### config.mk
export PLATFORM = sky130hd
export DESIGN_NAME = ysyx_25020037_wbu
export DESIGN_NICKNAME = d
export VERILOG_FILES = /design/src/rtl/ysyx_25020037_wbu.sv
export SDC_FILE = /design/constraint.sdc
export NUM_CORES = 2
export LEC_CHECK = 0
export ABC_AREA = 1
export ABC_CLOCK_PERIOD_IN_PS = 3700
export CORE_MARGIN = 2
export CORE_UTILIZATION = 33
export CTS_CLUSTER_DIAMETER = 120
export CTS_CLUSTER_SIZE = 25
export DETAILED_ROUTE_END_ITERATION = 16
export DONT_BUFFER_PORTS = 1
export PLACE_DENSITY_LB_ADDON = 0.2
export SYNTH_ARGS = -nofsm -noshare
export SYNTH_HDL_FRONTEND = slang
export SYNTH_SLANG_ARGS = --single-unit
### constraint.sdc
create_clock -name clk -period 3.7 [get_ports clk]
set_input_delay 0.37 -clock clk [delete_from_list [all_inputs] [get_ports clk]]
set_output_delay 0.37 -clock clk [all_outputs]
set_load 0.03 [all_outputs]
### src/rtl/ysyx_25020037_wbu.sv
// ----------------------------------------------------------------------------
// ysyx_25020037_wbu -- write-back stage
//
// Takes one retired instruction per handshake from the LSU and commits its
// architectural effects: GPR write, CSR write, and trap entry/return (ecall,
// mret, load/store access fault). Also hosts the GPR file and the machine
// CSRs, and exposes combinational read ports for decode.
//
// Ports
//   clk, rst           clock, synchronous active-high reset
//   lsu_valid          LSU presents a retired instruction
//   wbu_ready          WBU can accept this cycle (high only in IDLE)
//   in_*               instruction payload, latched on the accept edge
//   rs1_addr/rs2_addr  decode GPR read addresses
//   rs1_data/rs2_data  committed GPR contents (x0 reads as 0)
//   csr_raddr          decode CSR read address
//   csr_rdata          committed CSR contents (unknown CSRs read as 0)
//   commit_valid/pc    one-cycle pulse + PC of the instruction committing
//   redirect_valid/pc  one-cycle pulse + target when fetch must jump
//
// Timing: accept edge -> one COMMIT cycle -> commit edge. Commit/redirect
// outputs are registered on the accept edge so they are high exactly during
// the COMMIT cycle; architectural state changes on the commit edge, so reads
// in the COMMIT cycle still see the old values.
// ----------------------------------------------------------------------------
module ysyx_25020037_wbu #(
    parameter logic [31:0] ARCH_ID     = 32'd25020037,
    parameter logic [31:0] VENDOR_ID   = 32'h79737978,
    parameter logic [31:0] MSTATUS_RST = 32'h00001800
) (
    input  logic        clk,
    input  logic        rst,

    input  logic        lsu_valid,
    output logic        wbu_ready,
    input  logic [31:0] in_pc,
    input  logic        in_rd_wen,
    input  logic [4:0]  in_rd,
    input  logic [31:0] in_rd_wdata,
    input  logic        in_csr_wen,
    input  logic [11:0] in_csr_addr,
    input  logic [31:0] in_csr_wdata,
    input  logic        in_ecall,
    input  logic        in_mret,
    input  logic        in_fault,
    input  logic        in_fault_store,
    input  logic [31:0] in_fault_addr,

    input  logic [4:0]  rs1_addr,
    input  logic [4:0]  rs2_addr,
    output logic [31:0] rs1_data,
    output logic [31:0] rs2_data,
    input  logic [11:0] csr_raddr,
    output logic [31:0] csr_rdata,

    output logic        commit_valid,
    output logic [31:0] commit_pc,
    output logic        redirect_valid,
    output logic [31:0] redirect_pc
);

    localparam logic [0:0] S_IDLE   = 1'b0;
    localparam logic [0:0] S_COMMIT = 1'b1;

    localparam logic [11:0] CSR_MSTATUS   = 12'h300;
    localparam logic [11:0] CSR_MTVEC     = 12'h305;
    localparam logic [11:0] CSR_MEPC      = 12'h341;
    localparam logic [11:0] CSR_MCAUSE    = 12'h342;
    localparam logic [11:0] CSR_MTVAL     = 12'h343;
    localparam logic [11:0] CSR_MVENDORID = 12'hF11;
    localparam logic [11:0] CSR_MARCHID   = 12'hF12;

    localparam logic [31:0] CAUSE_LOAD_FAULT  = 32'd5;
    localparam logic [31:0] CAUSE_STORE_FAULT = 32'd7;
    localparam logic [31:0] CAUSE_ECALL_M     = 32'd11;

    logic [0:0]  state;

    // Instruction payload captured on the accept edge
    logic [31:0] l_pc;
    logic        l_rd_wen;
    logic [4:0]  l_rd;
    logic [31:0] l_rd_wdata;
    logic        l_csr_wen;
    logic [11:0] l_csr_addr;
    logic [31:0] l_csr_wdata;
    logic        l_ecall;
    logic        l_mret;
    logic        l_fault;
    logic        l_fault_store;
    logic [31:0] l_fault_addr;

    // Architectural state
    logic [31:0] gpr [32];
    logic [31:0] mstatus;
    logic [31:0] mtvec;
    logic [31:0] mepc;
    logic [31:0] mcause;
    logic [31:0] mtval;

    logic        commit_valid_q;
    logic        redirect_valid_q;

    logic        accept;
    logic        in_trap;
    logic        in_redirect;
    logic        in_commit;
    logic        c_trap;
    logic        c_normal;
    logic        gpr_we;
    logic        csr_we;
    logic [31:0] trap_vector;

    assign wbu_ready   = (state == S_IDLE);
    assign accept      = lsu_valid & wbu_ready;
    assign in_trap     = in_fault | in_ecall;
    assign in_redirect = in_trap | in_mret;
    assign trap_vector = {mtvec[31:2], 2'b00};

    // Commit-cycle decode. Fault and ecall share one trap path (cause/tval
    // differ); mret only acts when no trap is present; everything else is a
    // plain write-back.
    assign in_commit = (state == S_COMMIT);
    assign c_trap    = in_commit & (l_fault | l_ecall);
    assign c_normal  = in_commit & ~l_fault & ~l_ecall & ~l_mret;
    assign gpr_we    = c_normal & l_rd_wen & (l_rd != 5'd0);
    assign csr_we    = c_normal & l_csr_wen;

    // The pulses are held low while reset is asserted so an instruction that
    // is discarded mid-COMMIT never appears as committed or redirecting.
    assign commit_valid   = commit_valid_q & ~rst;
    assign redirect_valid = redirect_valid_q & ~rst;

    // ------------------------------------------------------------------------
    // Control, payload latch, CSRs
    // ------------------------------------------------------------------------
    // NOTE: every sequential assignment uses <= so all registers sample the
    // pre-edge values; a blocking = here would let later statements see
    // half-updated state (e.g. MPIE picking up the new MIE).
    always_ff @(posedge clk) begin
        if (rst) begin
            state            <= S_IDLE;
            commit_valid_q   <= 1'b0;
            commit_pc        <= 32'd0;
            redirect_valid_q <= 1'b0;
            redirect_pc      <= 32'd0;
            mstatus          <= MSTATUS_RST;
            mtvec            <= 32'd0;
            mepc             <= 32'd0;
            mcause           <= 32'd0;
            mtval            <= 32'd0;
            l_pc             <= 32'd0;
            l_rd_wen         <= 1'b0;
            l_rd             <= 5'd0;
            l_rd_wdata       <= 32'd0;
            l_csr_wen        <= 1'b0;
            l_csr_addr       <= 12'd0;
            l_csr_wdata      <= 32'd0;
            l_ecall          <= 1'b0;
            l_mret           <= 1'b0;
            l_fault          <= 1'b0;
            l_fault_store    <= 1'b0;
            l_fault_addr     <= 32'd0;
        end else begin
            commit_valid_q   <= 1'b0;
            redirect_valid_q <= 1'b0;

            case (state)
                S_IDLE: begin
                    if (accept) begin
                        state         <= S_COMMIT;
                        l_pc          <= in_pc;
                        l_rd_wen      <= in_rd_wen;
                        l_rd          <= in_rd;
                        l_rd_wdata    <= in_rd_wdata;
                        l_csr_wen     <= in_csr_wen;
                        l_csr_addr    <= in_csr_addr;
                        l_csr_wdata   <= in_csr_wdata;
                        l_ecall       <= in_ecall;
                        l_mret        <= in_mret;
                        l_fault       <= in_fault;
                        l_fault_store <= in_fault_store;
                        l_fault_addr  <= in_fault_addr;

                        // mtvec/mepc cannot change between accept and commit,
                        // so the redirect target is resolved now and the
                        // pulse lines up with the COMMIT cycle.
                        commit_valid_q <= 1'b1;
                        commit_pc      <= in_pc;
                        if (in_redirect) begin
                            redirect_valid_q <= 1'b1;
                            redirect_pc      <= in_trap ? trap_vector : mepc;
                        end
                    end
                end

                S_COMMIT: begin
                    state <= S_IDLE;

                    if (c_trap) begin
                        mepc   <= l_pc;
                        mcause <= l_fault ? (l_fault_store ? CAUSE_STORE_FAULT
                                                           : CAUSE_LOAD_FAULT)
                                          : CAUSE_ECALL_M;
                        mtval  <= l_fault ? l_fault_addr : 32'd0;
                        // MPP<=M, MPIE<=MIE, MIE<=0
                        mstatus <= {mstatus[31:13], 2'b11, mstatus[10:8],
                                    mstatus[3], mstatus[6:4], 1'b0,
                                    mstatus[2:0]};
                    end else if (l_mret) begin
                        // MIE<=MPIE, MPIE<=1
                        mstatus <= {mstatus[31:8], 1'b1, mstatus[6:4],
                                    mstatus[7], mstatus[2:0]};
                    end else if (csr_we) begin
                        case (l_csr_addr)
                            CSR_MSTATUS: mstatus <= l_csr_wdata;
                            CSR_MTVEC:   mtvec   <= l_csr_wdata;
                            CSR_MEPC:    mepc    <= l_csr_wdata;
                            CSR_MCAUSE:  mcause  <= l_csr_wdata;
                            CSR_MTVAL:   mtval   <= l_csr_wdata;
                            default: ;   // read-only or unimplemented
                        endcase
                    end
                end

                default: state <= S_IDLE;
            endcase
        end
    end

    // ------------------------------------------------------------------------
    // GPR file
    // ------------------------------------------------------------------------
    // NOTE: the register file is explicitly cleared on reset because software
    // observes all-zero GPRs after reset; x0 is never written so it stays 0.
    always_ff @(posedge clk) begin
        if (rst) begin
            for (int i = 0; i < 32; i++) begin
                gpr[i] <= 32'd0;
            end
        end else if (gpr_we) begin
            gpr[l_rd] <= l_rd_wdata;
        end
    end

    // ------------------------------------------------------------------------
    // Read ports: committed state only, no bypass of the in-flight write
    // ------------------------------------------------------------------------
    assign rs1_data = (rs1_addr == 5'd0) ? 32'd0 : gpr[rs1_addr];
    assign rs2_data = (rs2_addr == 5'd0) ? 32'd0 : gpr[rs2_addr];

    // NOTE: csr_rdata gets a default before the case so no address pattern
    // leaves it unassigned, which would infer a latch.
    always_comb begin
        csr_rdata = 32'd0;
        case (csr_raddr)
            CSR_MSTATUS:   csr_rdata = mstatus;
            CSR_MTVEC:     csr_rdata = mtvec;
            CSR_MEPC:      csr_rdata = mepc;
            CSR_MCAUSE:    csr_rdata = mcause;
            CSR_MTVAL:     csr_rdata = mtval;
            CSR_MVENDORID: csr_rdata = VENDOR_ID;
            CSR_MARCHID:   csr_rdata = ARCH_ID;
            default:       csr_rdata = 32'd0;
        endcase
    end

endmodule

==> results_dict.tcl <==
set metrics [dict create \
    outcome "finished with violations" \
    failed_checks "slew limit, setup timing" \
    place_area_mm2 0.07456 \
    initial_core_util_pct 33.15 \
    final_cell_mix "nand2_1 (2787), nor2_1 (1594), nand3_1 (1556)" \
    final-hold-violation-count 0 \
    worst_skew_pair.late_latency_ps 780 \
    grt_max_degree 544 \
    detail_route.wl_per_cell_um 26.34 \
    distinct_cell_type_count_after_synthesis 27 \
    syn_area_mm2 0.07101 \
    synth.yosys.warnings 0 \
    finalWeightedCongestion 0.9116 \
    worst_ep_arrival_time_ps 3600 \
    grt_first_pass_wirelength_um 448700 \
    globalRouteOverflowTotal 0 \
    synth.ff_latch_count 1369 \
    wirelength_um 315900 \
    layout.area.seq_mm2 0.03766 \
    critPathLaunchType "primary input" \
    drt_first_iter_violations 8763 \
    number_of_antenna_violations_at_the_first_check_in_global_routing 22 \
    min_period_over_period_pct 107.2 \
    dp_hpwl_um 184100 \
    finish.cell_count_without_fillers 11994 \
    layout_commonest_cell "nand2_1" \
    core_region_area_mm2 0.2142 \
    viasPerCell 5.579 \
    grt_pass1_vias 62489 \
    layout.cell_area.non_filler_mm2 0.07807 \
    syn-mean-instance-area_um2 7.598 \
    cts_tree "built" \
    die_width_um 467.9 \
    synthTopCellsByArea "edfxtp_1 (43%), nand2_1 (15%), nand3_1 (11%)" \
    achievable_freq_ghz 0.2521 \
    post-route-worst-setup-slack_ps -267.4 \
    maxSlewHeadroom_pct -3.902 \
    grt_setup_unrepaired "false" \
    finalMaxSlewViolations 89 \
    drt_pass1_iterations 6 \
    row_count 170 \
    synth_largest_area_cell "edfxtp_1" \
    powerDensity_mw_per_mm2 393.1 \
    period_needed_ps 3967 \
    netlist_instances 9346 \
    drive_gt1_share_pct 5.101 \
    numCtsBuffers 61 \
    cts_buffer_depth 3 \
    synth_seq_area_share_pct 53.03 \
    hold_ws_ps 123.5 \
    setup.worst_path.class "primary input to primary output" \
    critical_path.endpoint_type "primary output" \
    cts_root_buffer "clkbuf_16" \
    timing.critical_path.required_ps 3330 \
    static-leakage-power_uw 0.03016 \
    worstMarginPinSlew_ps 1559 \
    place.detailed.instances 11708 \
    number_of_max_cap_violations 0 \
    global_route.usage.total_pct 27.82 \
    antenna_violating_nets_post_route 0 \
    yosysTopAreaCellShare_pct 43.30 \
    route.detailed.drc 0 \
    finalPower_uw 30690 \
    port_buffers 0 \
    fillers 22033 \
    finalClockSkew_ps 57.88 \
    finalSetupViolCount 18 \
    floorplan.die_area_mm2 0.2189 \
    critical_path.max_fanout 543 \
    multi_input_comb_area_mm2 0.02953 \
    holdCritPathClass "primary input to flop" \
    irDropWorstVdd_mv 0.4483 \
    tns_ps -1149 \
    vias 66917 \
    cts.sinks 1369 \
    die_h_um 467.9 \
    boundaryPins 339 \
    area.growth.synth_to_final_pct 9.950 \
    clkSlewWorstSetupHoldPaths_ps 110 \
    cts.htree.levels 2 \
    final_net_count 9267 \
    post-cts-setup-buffers 0 \
]
==> per-layer routing <==
metal  wire (um)  share of wire, %  track usage, %
met5          70             0.022               0
met4       20870               6.6           16.26
met3       31310               9.9           5.013
met2      140000                44           43.24
met1      123600                39           36.20
==> path summary, 6_finish.rpt <==
| kind | to | slack, ps | cells past startpoint | start |
|---|---|---|---|---|
| hold / removal | l_rd[2] | 120 | 2 | in_rd[2] |
| hold reg to reg | l_rd_wdata[29] | 450 | 2 | l_rd_wdata[29] |
| setup / recovery | rs1_data[24] | -270 | 11 | rs1_addr[0] |
| setup reg to reg | gpr[22][5] | 430 | 8 | l_fault |
==> flip-flops by register name (all words and copies together), names as in the netlist <==
name	count
gpr	1024
in_commit	1
l_csr_addr	12
l_csr_wdata	32
l_csr_wen	1
l_ecall	1
l_fault	1
l_fault_addr	32
l_fault_store	1
l_mret	1
l_pc	32
l_rd	5
l_rd_wdata	32
l_rd_wen	1
mcause	32
mepc	32
mstatus	32
mtval	32
mtvec	32
redirect_pc	32
redirect_valid_q	1
==> power by group <==
| part | switching [uW] | internal (uW) | total [uW] |
|---|---|---|---|
| sequential | 558 | 17000 | 17600 |
| clock | 5310 | 3240 | 8550 |
| combinational | 3330 | 1250 | 4570 |
| total | 9200 | 21500 | 30700 |
==> critical path: stages <==
cell and delay (ps):
clkinv_8 650, buf_4 340, nand2_1 80, nand3_1 70, nand3_1 100, nand2_1 80, nand2_1 40, nand3_1 270
nand2_1 110, nor2_1 520, buf_4 280
==> logic make-up (layout without fill, tap and decap cells) <==
group,after synthesis,count (layout),share of synthesized area [%]
other,1,52,0.005281
AND/OR/NAND/NOR,6068,6068,35.05
buffers and inverters,1058,817,5.864
AO/OA/AOI/OAI,850,850,6.051
flip-flops,1369,1369,53.03
==> layout make-up <==
cell class,count,area share (%)
Antenna cell,20,0.06410
Multi-Input combinational cell,6950,37.82
Sequential cell,1369,48.23
Tap cell,2838,4.548
Inverter,257,1.306
Clock inverter,3,0.05289
Clock buffer,105,2.221
Timing Repair Buffer,452,5.753
==> through the flow <==
step                      util (%)  worst slack (ps)
after global routing         36.43             80.96
after floorplan                  -              1075
after detailed placement     34.81             498.5
after global placement       34.81             509.8
after CTS                    36.37             471.4
final                        36.45            -267.4
==> cell usage after synthesis <==
cell         n
a21oi_1    297
a31oi_1     30
and2_1       1
buf_1       83
buf_2      154
clkbuf_1   564
clkinv_1     2
conb_1       1
dfxtp_1    345
edfxtp_1  1024
inv_1      247
inv_2        8
nand2_1   2852
nand3_1   1560
nand3b_1     1
nand4_1     29
nor2_1    1596
nor2_2       4
nor2_4       1
nor3_1      17
nor3_2       2
nor3_4       1
nor3b_2      1
o21ai_0    520
o21ai_1      1
o21bai_1     2
or2_2        3
==> what timing repair did <==
| item | in CTS | in global routing |
|---|---|---|
| hold buffers | 153 | 1 |
| resized for setup | 0 | 1 |
| hold endpoints to repair | 238 | 1 |
| setup endpoints to repair | 0 | 31 |
No activity file was read; power rests on OpenSTA's default activity.
